<file path="config.mk">
export PLATFORM = sky130hd
export DESIGN_NAME = img_out_streamer
export DESIGN_NICKNAME = d
export VERILOG_FILES = /design/src/rtl/dsa_pkg.sv /design/src/rtl/stream_fifo2.sv /design/src/rtl/img_out_streamer.sv
export SDC_FILE = /design/constraint.sdc
export NUM_CORES = 1
export LEC_CHECK = 0
export CAP_MARGIN = 20
export CELL_PAD_IN_SITES_DETAIL_PLACEMENT = 1
export CELL_PAD_IN_SITES_GLOBAL_PLACEMENT = 1
export CORE_ASPECT_RATIO = 1.2
export CORE_UTILIZATION = 26
export CTS_CLUSTER_SIZE = 20
export DETAILED_ROUTE_END_ITERATION = 8
export MAX_ROUTING_LAYER = met4
export PLACE_DENSITY_LB_ADDON = 0.1
export SYNTH_ARGS = -nofsm -noshare
export SYNTH_HDL_FRONTEND = slang
export SYNTH_SLANG_ARGS = --single-unit
</file>
<file path="constraint.sdc">
create_clock -name clk_50 -period 8 [get_ports clk_50]
set_clock_uncertainty 0.1 [all_clocks]
set_input_delay 1.6 -clock clk_50 [delete_from_list [all_inputs] [get_ports clk_50]]
set_output_delay 1.6 -clock clk_50 [all_outputs]
set_load 0.02 [all_outputs]
</file>
<file path="src/rtl/dsa_pkg.sv">
// Shared definitions for the output-image streaming path: pixel and
// dimension widths, the readout state encoding and the total-beat clamp.
package dsa_pkg;

    localparam int DIM_W = 16;
    localparam int PIX_W = 8;

    typedef logic [PIX_W-1:0] pixel_t;

    typedef enum logic [1:0] {
        IDLE  = 2'd0,
        RUN   = 2'd1,
        FLUSH = 2'd2
    } state_t;

    // Limit a pixel count to the number of words the output memory holds.
    function automatic logic [32:0] clamp_total(input logic [31:0] prod, input int unsigned aw);
        logic [32:0] lim;
        lim = 33'd1 << aw;
        return ({1'b0, prod} > lim) ? lim : {1'b0, prod};
    endfunction

endpackage

</file>
<file path="src/rtl/stream_fifo2.sv">
// Two-entry FIFO whose head entry is always visible on data.
// The caller must not push while full unless it pops in the same cycle.
module stream_fifo2 #(
    parameter int W = 8
) (
    input  logic         clk_50,
    input  logic         rst,
    input  logic         push,
    input  logic         pop,
    input  logic [W-1:0] wdata,
    output logic [W-1:0] data,
    output logic [1:0]   count,
    output logic         full,
    output logic         empty
);

    logic [W-1:0] mem_reg [2];
    logic         wr_ptr_reg;
    logic         rd_ptr_reg;
    logic [1:0]   count_reg;
    logic         pop_ok;
    logic [1:0]   wr_en;

    assign pop_ok = pop && (count_reg != 2'd0);

    // One write enable per entry, selected by the write pointer.
    generate
        for (genvar gi = 0; gi < 2; gi++) begin : g_wr_en
            assign wr_en[gi] = push && (wr_ptr_reg == 1'(gi));
        end
    endgenerate

    // Storage, pointers and occupancy; push and pop may coincide at any count.
    always_ff @(posedge clk_50) begin
        if (rst) begin
            mem_reg[0] <= '0;
            mem_reg[1] <= '0;
            wr_ptr_reg <= 1'b0;
            rd_ptr_reg <= 1'b0;
            count_reg  <= 2'd0;
        end else begin
            if (wr_en[0]) mem_reg[0] <= wdata;
            if (wr_en[1]) mem_reg[1] <= wdata;
            if (push)   wr_ptr_reg <= ~wr_ptr_reg;
            if (pop_ok) rd_ptr_reg <= ~rd_ptr_reg;
            case ({push, pop_ok})
                2'b10:   count_reg <= count_reg + 2'd1;
                2'b01:   count_reg <= count_reg - 2'd1;
                default: count_reg <= count_reg;
            endcase
        end
    end

    assign data  = mem_reg[rd_ptr_reg];
    assign count = count_reg;
    assign full  = (count_reg == 2'd2);
    assign empty = (count_reg == 2'd0);

endmodule

</file>
<file path="src/rtl/img_out_streamer.sv">
// Reads a finished output image from memory (one-cycle read latency) and
// streams it as a valid/ready pixel stream with m_last on the final pixel.
// Optional feature macro: STREAM_CHECKSUM_EN adds o_checksum, the 16-bit
// wrapping sum of every handshaken pixel of the current image.
module img_out_streamer
    import dsa_pkg::*;
#(
    parameter int AW = 12
) (
    input  logic             clk_50,
    input  logic             rst,
    input  logic             start,
    input  logic [DIM_W-1:0] i_out_w,
    input  logic [DIM_W-1:0] i_out_h,
    output logic             busy,
    output logic             done,
    output logic [AW-1:0]    mem_raddr,
    input  logic [PIX_W-1:0] mem_rdata,
    output logic             m_valid,
    input  logic             m_ready,
    output logic [PIX_W-1:0] m_data,
    output logic             m_last
`ifdef STREAM_CHECKSUM_EN
    ,
    output logic [15:0]      o_checksum
`endif
);

    localparam logic [AW:0] CNT_ONE = (AW+1)'(1);

    state_t      state_reg;
    logic [AW:0] total_reg;
    logic [AW:0] issue_cnt_reg;      // reads issued so far, also the address on mem_raddr
    logic        inflight_reg;       // a read was issued last cycle, data is on mem_rdata now
    logic        inflight_last_reg;  // that read was for the final address
    logic        busy_reg;
    logic        done_reg;
    logic        zero_pend_reg;      // empty image accepted, done goes out next cycle

    logic [31:0]  prod_w;
    logic [AW:0]  total_w;
    logic         start_ok;
    logic         pop_w;
    logic         push_w;
    logic         room_w;
    logic         issue_w;
    logic [PIX_W:0] fifo_head;
    logic [1:0]   fifo_count;
    logic         fifo_full;
    logic         fifo_empty;

    assign prod_w   = 32'(i_out_w) * 32'(i_out_h);
    assign total_w  = (AW+1)'(clamp_total(prod_w, AW));
    assign start_ok = start && (state_reg == IDLE) && !busy_reg;

    assign pop_w  = m_valid && m_ready;
    assign push_w = inflight_reg && (!fifo_full || pop_w);

    // Buffered plus in-flight beats, after this cycle's pop, must stay below two.
    assign room_w  = ((fifo_count + {1'b0, inflight_reg}) != 2'd2) || pop_w;
    assign issue_w = (state_reg == RUN) && (issue_cnt_reg != total_reg) && room_w;

    stream_fifo2 #(
        .W(PIX_W + 1)
    ) u_fifo (
        .clk_50 (clk_50),
        .rst    (rst),
        .push   (push_w),
        .pop    (pop_w),
        .wdata  ({inflight_last_reg, pixel_t'(mem_rdata)}),
        .data   (fifo_head),
        .count  (fifo_count),
        .full   (fifo_full),
        .empty  (fifo_empty)
    );

    // Readout control: address 0 is already on mem_raddr while idle, so the
    // first read is issued in the start cycle itself.
    always_ff @(posedge clk_50) begin
        if (rst) begin
            state_reg         <= IDLE;
            total_reg         <= '0;
            issue_cnt_reg     <= '0;
            inflight_reg      <= 1'b0;
            inflight_last_reg <= 1'b0;
            busy_reg          <= 1'b0;
            done_reg          <= 1'b0;
            zero_pend_reg     <= 1'b0;
        end else begin
            done_reg          <= 1'b0;
            inflight_reg      <= 1'b0;
            inflight_last_reg <= 1'b0;
            case (state_reg)
                IDLE: begin
                    if (zero_pend_reg) begin
                        zero_pend_reg <= 1'b0;
                        busy_reg      <= 1'b0;
                        done_reg      <= 1'b1;
                    end else if (start_ok) begin
                        total_reg <= total_w;
                        busy_reg  <= 1'b1;
                        if (total_w == '0) begin
                            zero_pend_reg <= 1'b1;
                        end else begin
                            state_reg         <= RUN;
                            issue_cnt_reg     <= CNT_ONE;
                            inflight_reg      <= 1'b1;
                            inflight_last_reg <= (total_w == CNT_ONE);
                        end
                    end
                end
                RUN: begin
                    if (issue_w) begin
                        issue_cnt_reg     <= issue_cnt_reg + CNT_ONE;
                        inflight_reg      <= 1'b1;
                        inflight_last_reg <= (issue_cnt_reg == total_reg - CNT_ONE);
                        if (issue_cnt_reg + CNT_ONE == total_reg) state_reg <= FLUSH;
                    end else if (issue_cnt_reg == total_reg) begin
                        state_reg <= FLUSH;
                    end
                end
                FLUSH: begin
                    if (pop_w && m_last) begin
                        state_reg     <= IDLE;
                        issue_cnt_reg <= '0;
                        busy_reg      <= 1'b0;
                        done_reg      <= 1'b1;
                    end
                end
                default: state_reg <= IDLE;
            endcase
        end
    end

    assign busy      = busy_reg;
    assign done      = done_reg;
    assign mem_raddr = issue_cnt_reg[AW-1:0];
    assign m_valid   = !fifo_empty;
    assign m_data    = fifo_head[PIX_W-1:0];
    assign m_last    = fifo_head[PIX_W] && !fifo_empty;

`ifdef STREAM_CHECKSUM_EN
    logic [15:0] checksum_reg;

    // Running sum of accepted pixels, restarted with each accepted start.
    always_ff @(posedge clk_50) begin
        if (rst) begin
            checksum_reg <= '0;
        end else if (start_ok) begin
            checksum_reg <= '0;
        end else if (pop_w) begin
            checksum_reg <= checksum_reg + {8'd0, m_data};
        end
    end

    assign o_checksum = checksum_reg;
`endif

endmodule
</file>
### Word level (Yosys, flattened, before mapping)

Memory sizes are Yosys's and may differ from the RTL's. A register that Yosys moved wholly into a read port is not among the register bits.
Index checks and enable logic that the tools add are counted.

| operators by class | value |
|---|---|
| $add $sub $neg | 5 |
| multiply operators | 1 |
| $lt $le $gt $ge | 1 |
| equality and inequality tests | 19 |
| muxes and demuxes | 48 |
| bitwise gates (word level) | 5 |
| reductions and logical operators | 27 |

Operators with widths:

| operator | count |
|---|---|
| two-way mux 13 bit | 6 |
| == test 13 bit | 3 |
| case mux 13 bit (3 select lines) | 1 |
| greater-than comparator 32 x 13 -> 1 bit, second input constant | 1 |
| multiplier 16 x 16 -> 32 bit | 1 |
| two-way mux 1 bit | 26 |
| two-way mux 9 bit | 2 |
| two-way mux 2 bit | 7 |
| adder 13 x 1 -> 13 bit, second input constant | 1 |
| == test 13 x 1 -> 1 bit, second input constant | 1 |
| zero test 13 bit | 1 |
| != test 13 bit | 1 |
| subtractor 13 x 1 -> 13 bit, second input constant | 1 |
| != test 2 bit, second input constant | 6 |
| AND reduction 6 bit | 2 |
| logical AND 1 bit | 11 |
| case mux 1 bit (2 select lines) | 4 |
| == test 2 bit, second input constant | 3 |
| != test 3 x 2 -> 1 bit, second input constant | 2 |
| case mux 2 bit (3 select lines) | 1 |
| AND reduction 3 bit | 2 |
| nonzero test 2 bit | 3 |
| == test 2 x 1 -> 1 bit, second input constant | 2 |
| zero test 2 bit | 2 |
| other kinds (10) | 16 |

| storage, ports and cells | value |
|---|---|
| bits in registers | 37 |
| bits in writable memories | 18 |
| input bits | 44 |
| memories | 1 |

Memory list:

| name | depth | width | rd ports | clocked after memory_dff | write ports | line | source |
|---|---|---|---|---|---|---|---|
| u_fifo.mem_reg | 2 | 9 | 1 | 1 | 2 | stream_fifo2.sv:17 | `logic [W-1:0] mem_reg [2];` |

### Depth between registers and ports, before layout

Gate-level depths: netlist (run 1).

| depth | value |
|---|---|
| word-level depth | 10 |
| gate-level depth with buffers | 27 |
| depth with buffers taken out | 24 |

### Modules after synthesis

From an unflattened synthesis (run 1), not the netlist that was laid out.

| unflattened totals | value |
|---|---|
| cell total of the unflattened synthesis | 1477 |
| area total of the unflattened synthesis | 12525.8 um2 |

By module, submodules not included:

| module | times used | cells each | area each (um2) | sequential area each (um2) |
|---|---|---|---|---|
| img_out_streamer | 1 | 1415 | 11596.1 | 660.6 |
| stream_fifo2 | 1 | 62 | 929.6 | 640.6 |

### Worst setup path after synthesis (run 1)

OpenSTA, ideal clock, no wires.

| timing | value |
|---|---|
| path type | input to register |
| start | input port i_out_w[7] |
| end | register issue_cnt_reg[10] |
| data arrival time | 7752 ps |
| data required time | 7765 ps |
| slack | 13 ps |
| stages | 25 |
| buffers on the path | 2 |
| path through | clkbuf_1 > nand2_1 > fa_1 > inv_1 > fa_1 > inv_1 > fa_1 > inv_1 > fa_1 > fa_1 > inv_1 > fa_1 > inv_1 > ha_1 > and4_1 > and2_1 > a22oi_1 > a21oi_1 > o2111a_1 > a311o_1 > and4_1 > and4_1 > buf_2 > o311ai_0 > o41ai_1 |

| on the way | value |
|---|---|
| word-level cells in the longest chain between the ends | 6 |

Ends and longest elaborated chain:

| element | line | source |
|---|---|---|
| start, declared | img_out_streamer.sv:13 | `input logic [DIM_W-1:0] i_out_w,` |
| multiplier 16 x 16 -> 32 bit * | img_out_streamer.sv:52 | `assign prod_w = 32'(i_out_w) * 32'(i_out_h);` |
| greater-than comparator 32 x 13 -> 1 bit | dsa_pkg.sv:20 | `return ({1'b0, prod} > lim) ? lim : {1'b0, prod};` |
| two-way mux 13 bit * | dsa_pkg.sv:20 |  |
| zero test 13 bit * | img_out_streamer.sv:102 | `if (total_w == '0) begin` |
| != test 2 bit (no source line) * | n/a |  |
| AND reduction 6 bit (no source line) * | n/a |  |
| end signal, assigned | img_out_streamer.sv:114 | `issue_cnt_reg <= issue_cnt_reg + CNT_ONE;` |
| end, declared | img_out_streamer.sv:33 | `logic [AW:0] issue_cnt_reg;` |

Mark *: on every way between the ends. The rest lies on a longest branch, timed or not.
A chain may end at the register's enable or synchronous reset.

### Worst setup path in the final report (run 1)

| timing | value |
|---|---|
| start | input port i_out_h[6] |
| end | register total_reg[11] |

| on the way | value |
|---|---|
| word-level cells in the longest chain between the ends | 3 |

Ends and longest elaborated chain:

| element | line | source |
|---|---|---|
| start, declared | img_out_streamer.sv:14 | `input logic [DIM_W-1:0] i_out_h,` |
| multiplier 16 x 16 -> 32 bit * | img_out_streamer.sv:52 |  |
| greater-than comparator 32 x 13 -> 1 bit | dsa_pkg.sv:20 |  |
| two-way mux 13 bit * | dsa_pkg.sv:20 |  |
| end signal, assigned | img_out_streamer.sv:100 | `total_reg <= total_w;` |
| end, declared | img_out_streamer.sv:32 | `logic [AW:0] total_reg;` |

Marks and branches as above.

==> key figures, run 1 <==
Floorplan
  • Core Box Area: 46100 sq um
  • Die width: 199 microns
  • Num ports: 68
  • Die Y: 239 microns
  • Row cnt: 86
  • Initial cell density of the core: 0.264
  • Full die area: 47600 sq um

Drt
  • Post-DR vias/cell: 4.60
  • DRT iter0 DRCs: 289
  • DR pass1 iterations: 4
  • Routed Antenna Nets: 0
  • DRC: 0
  • Post-Route WL: 39900 microns
  • Vias: 10500
  • WL/cell: 17.5 microns

Synth
  • Post-synth cell types: 67
  • Register area share after synthesis: 0.107
  • Synth Warn #: 0
  • Average size of a mapped cell: 8.57 sq um
  • Ys async rst share: 0
  • Most area-hungry cell type in the Yosys netlist: fa_1
  • Leading post-synthesis cells by cell area: fa_1 32%, ha_1 12%, inv_1 7.5%
  • Top_reg_cell synth: dfxtp_1
  • Cell area after synthesis: 12200 sq um
  • Number of synthesized flops with an enable pin: 18
  • Gate Count Post-Synth: 1419
  • Syn_nets: 1769
  • Post-synth top area share: 0.319
  • Flop and latch count out of synthesis: 56

STA
  • Setup violators final: 0
  • Slew margin rel.: 0.286
  • Maximum clock rate: 127 MHz
  • Final period util: 0.982
  • Final worst slack: 0.141 ns
  • Least-Margin Pin Slew: 1.07 ns
  • Final Slew Violations: 0
  • Unrepaired setup endpoints after global routing: true
  • Minimum clock period: 7.86 ns
  • Hold Fails Final Rpt: 0

Clock tree
  • CTS buffer count: 5
  • Clock buffer depth: 2
  • CTS H-tree depth: 2
  • Clk pin slew, worst setup/hold paths: 0.08 ns
  • CTS root buf: clkbuf_16
  • Clock sink count: 56
  • CTS tree: done
  • Worst skew pair latency: 0.31 ns

Worst setup path
  • WP buf/inv: 7
  • CP max stage delay: 0.59 ns
  • Critical path's top delay family: adder cells
  • Worst EP arrival: 7.98 ns
  • Most Frequent Cell on Critical Path: fa_1
  • Slowest CP cell: fa_2
  • Worst r2r src: issue_cnt_reg[0]
  • Critical Path End Type: register
  • Startpoint class of the critical path: input pin
  • Crit path required time: 8.12 ns
  • Worst Path Max Fanout: 7
  • Worst Setup SP: i_out_h[6]
  • Worst setup path category: input pin to register

Global routing
  • Initial antenna violation count: 0
  • Largest net degree at the start of global routing: 26
  • First-pass GRT wire length: 64200 microns
  • Vias in the first global route: 12000
  • Total track usage: 0.178
  • GRT Residual Overflow: 0

Cells and area
  • Area of the multi-input gates: 10400 sq um
  • Most frequent cells in the layout: 216 x inv_1, 195 x nand2_1, 187 x buf_4
  • Register area: 1300 sq um
  • Max reg flops: 18
  • Post-layout nets: 2018
  • Area Overhead vs Synth: 35.1%
  • Commonest non-fill, non-tap cell in the layout: inv_1
  • Layout cells sized above 1: 0.276
  • ANT cells: 0
  • Filler Cells Inserted: 5442

Run status
  • Outcome: completed

Placed design
  • Port buffer count: 67
  • Post-place setup slack: -1.03 ns
  • Routability Congestion: 0.834
  • DP Wirelength: 32800 microns

Worst hold path
  • Hold Path Class: register to register
  • Hold_sp: busy

Run
  • Max cap viols: 0
[logic make-up (layout without fill, tap and decap cells)]
logic type / after synthesis / in the layout / synth area share
buffers and inverters: 318 / 568 / 0.104
flip-flops: 56 / 56 / 0.107
adder cells (fa/ha/maj): 306 / 306 / 0.435
multiplexers: 15 / 15 / 0.0133
AO/OA/AOI/OAI: 186 / 186 / 0.105
AND/OR/NAND/NOR: 482 / 482 / 0.195
XOR/XNOR: 56 / 56 / 0.0403
[worst register-to-register path, stage by stage (launching register included)]
cell and delay, ns:
dfxtp_1 0.52, ha_1 0.27, nand3_1 0.21, nor4_1 0.64, nand3_1 0.23, nor3_1 0.17
a21oi_1 0.06, nor4_1 0.34, o21a_1 0.24, o311ai_2 0.12, buf_4 0.18, a221oi_1 0.25
[synth_stat cells (3+ instances only)]
cell type and count:
or2_2 6, fa_1 194, buf_2 5, a21oi_1 45, nand2_1 207, dfxtp_1 38, edfxtp_1 18, buf_4 16
and4_1 7, nand3_1 18, o21a_1 3, xnor2_1 32, a32oi_1 12, nor2b_1 4, clkbuf_1 53, o211ai_1 3
nand3b_1 4, mux2_2 9, nor4_1 12, a31oi_1 6, o21ai_1 8, inv_1 243, a21o_1 3, o21bai_1 3
o21ai_0 31, nand4_1 9, and2_1 132, ha_1 112, a211oi_1 5, nor3_1 11, nor2_1 55, xor2_1 24
or3_1 6, o32ai_1 3, a21boi_0 12, mux2i_1 6, o41ai_1 11, o31ai_1 3, o311ai_0 11
[what timing repair did]
| action | 4_1_cts | 5_1_grt |
|---|---|---|
| setup buffers | 18 | 21 |
| gates resized for setup | 156 | 201 |
| gates cloned | 6 | 3 |
| hold buffers | 0 | 0 |
| endpoints found under the setup margin | 31 | 31 |
| pin swaps | 85 | 122 |
[layout make-up]
class | count | area share
clock buffer | 7 | 0.00868
multi-input combinational | 1045 | 0.630
timing repair buffer | 317 | 0.179
clock inverter | 1 | 0.000228
sequential | 56 | 0.0792
tap | 616 | 0.0469
inverter | 243 | 0.0555
[metrics by stage]
step	hold WS [ns]	TNS [ns]	std cells	utilization	area (sq um)
after floorplan	0.358	0	1419	-	12200
after global placement	0.384	-26.41	2230	0.324	14900
after detailed placement	0.393	-27.79	2230	0.324	14900
after CTS	0.405	0	2261	0.343	15800
after global routing	0.438	-0.175	2285	0.357	16400
final	0.405	0	2285	0.357	16400
[worst paths after layout]
kind                         to  slack [ns]  depth (start not counted)
setup / recovery  total_reg[11]        0.14                         25
hold reg to reg            busy        0.40                          2
setup reg to reg   state_reg[0]        4.55                         11
hold / removal             busy        0.40                          2
[layer usage]
layer | up-vias | GRT usage | share of wire
met3 | 47 | 0.00466 | 0.013
met5 | - | - | 0
met1 | 5310 | 0.203 | 0.42
met4 | 0 | 0.0391 | 0.019
met2 | 117 | 0.341 | 0.55
li1 | 5042 | - | -
Power of run 1 is not shown: default switching activity piles up to over one toggle a cycle in this logic, so the estimate is an artifact.
==> run 2, diff against run 1 <==
--- a/config.mk
+++ b/config.mk
@@ -9,11 +9,12 @@
 export CELL_PAD_IN_SITES_DETAIL_PLACEMENT = 1
 export CELL_PAD_IN_SITES_GLOBAL_PLACEMENT = 1
 export CORE_ASPECT_RATIO = 1.2
-export CORE_UTILIZATION = 26
+export CORE_UTILIZATION = 40
 export CTS_CLUSTER_SIZE = 20
 export DETAILED_ROUTE_END_ITERATION = 8
 export MAX_ROUTING_LAYER = met4
 export PLACE_DENSITY_LB_ADDON = 0.1
+export SLEW_MARGIN = 15
 export SYNTH_ARGS = -nofsm -noshare
 export SYNTH_HDL_FRONTEND = slang
 export SYNTH_SLANG_ARGS = --single-unit
==> key figures, run 2 (synthesis gave the netlist of run 1 again) <==
Drt
  • Post-Route WL: 37900 microns (-5.0%)
  • DRT iter0 DRCs: 303 (+4.8%)
  • DR pass1 iterations: 4 (unchanged)
  • Routed Antenna Nets: 0 (unchanged)
  • Post-DR vias/cell: 5.24 (+14%)
  • WL/cell: 18.6 microns (+6.6%)
  • Vias: 10700 (+1.5%)
  • DRC: 0 (unchanged)

STA
  • Final period util: 0.975 (-0.00784)
  • Setup_tns: 0 ns (unchanged)
  • Setup violators final: 0 (unchanged)
  • Slew margin rel.: 0.345 (+0.0590)
  • Maximum clock rate: 128 MHz (+0.80%)
  • Final Slew Violations: 0 (unchanged)
  • Minimum clock period: 7.80 ns (-0.0627 ns)
  • Hold Fails Final Rpt: 0 (unchanged)
  • Least-Margin Pin Slew: 0.982 ns (-0.0863 ns)

Worst hold path
  • Hold Path Class: register to register

Cells and area
  • ANT cells: 0 (unchanged)
  • Fin area: 15700 sq um (-4.5%)
  • Commonest non-fill, non-tap cell in the layout: inv_1
  • Layout cells sized above 1: 0.248 (-0.0274)
  • Most frequent cells in the layout: 227 x inv_1, 195 x nand2_1, 190 x buf_4
  • Post-layout nets: 1997 (-1.0%)
  • Max reg flops: 18 (unchanged)
  • Final core occ: 0.527 (+0.170)
  • Area Overhead vs Synth: 29.1%

Worst setup path
  • Worst setup path category: input pin to register
  • Critical Path End Type: register
  • Worst R2R Setup Slack: 4.36 ns (-0.19 ns)
  • Startpoint class of the critical path: input pin
  • Slowest CP cell: fa_1
  • Most Frequent Cell on Critical Path: fa_1
  • CP max stage delay: 0.55 ns (-0.04 ns)
  • Worst EP arrival: 7.94 ns (-0.04 ns)
  • Worst Path Max Fanout: 6 (-1)
  • Crit path required time: 8.14 ns (+0.02 ns)

Floorplan
  • Die width: 161 microns (-19%)
  • Initial cell density of the core: 0.408 (+0.144)
  • Die Y: 193 microns (-19%)
  • Core Box Area: 29800 sq um (-35%)
  • Row cnt: 69 (-20%)
  • Full die area: 31100 sq um (-35%)
  • Num ports: 68 (unchanged)

Clock tree
  • Worst skew pair latency: 0.31 ns (about the same)
  • CTS tree: done
  • Clk pin slew, worst setup/hold paths: 0.08 ns (about the same)
  • CTS Hold Bufs: 0 (unchanged)
  • CTS root buf: clkbuf_16
  • Clock buffer depth: 2 (unchanged)
  • CTS H-tree depth: 2 (unchanged)
  • CTS buffer count: 5 (unchanged)
  • Clock sink count: 56 (unchanged)

Placed design
  • Post-placement cell area: 14500 sq um (-3.0%)
  • Routability Congestion: 0.926 (+11%)
  • DP Wirelength: 30800 microns (-6.4%)
  • Port buffer count: 67 (unchanged)

Global routing
  • Initial antenna violation count: 0 (unchanged)
  • GRT Residual Overflow: 0 (unchanged)
  • Largest net degree at the start of global routing: 26 (unchanged)
  • Total track usage: 0.255 (+0.0771)
  • Vias in the first global route: 11900 (-0.33%)
  • First-pass GRT wire length: 60800 microns (-5.4%)

Run status
  • Outcome: completed

Run
  • Max cap viols: 0 (unchanged)
[run 2: per-layer routing]
metal | GRT usage | wire length, microns | vias to the layer above
li1 | - | - | 5000
met2 | 0.504 | 20900 | 149
met1 | 0.272 | 15100 | 5461
met4 | 0.0824 | 1380 | 0
met5 | - | 0 | -
met3 | 0.00963 | 583 | 67
[run 2: final cells by class]
class	instances	area, sq um
clock buffers	7	133
clock inverters	1	30.0
fillers	3504	14100
inverters	243	912
multi-input cells	1046	10300
flip-flops and latches	56	1300
well taps	390	488
repair buffers	295	2510
[run 2: repair_timing]
item / 4_1_cts / 5_1_grt
pin swaps: 56 / 68
cloned: 2 / 4
gates resized for setup: 146 / 126
buffers inserted: 17 / 12
setup endpoints to repair: 31 / 31
[run 2: final timing paths]
kind / from / to / depth (start not counted)
worst min-delay path: busy / busy / 2
worst max register to register: issue_cnt_reg[0] / state_reg[1] / 11
worst max-delay path: i_out_h[5] / total_reg[11] / 27
worst min register to register: busy / busy / 2
[run 2: worst max-delay path: cells and delay by family]
family          cells  cell delay [ns]
fa+ha+maj           7             3.17
simple gates        7             1.61
buf+inv            10             1.11
compound gates      3             0.44
[run 2: stage by stage]
stage	std cells	hold WS, ns	setup slack [ns]
6_report	2038	0.410	0.203
5_1_grt	2038	0.436	-0.0481
4_1_cts	2022	0.411	0.00200
3_5_place_dp	1995	0.400	-0.970
3_3_place_gp	1995	0.379	-0.743
2_1_floorplan	1419	0.358	0.0130
Power of run 2 is left out for the same reason.
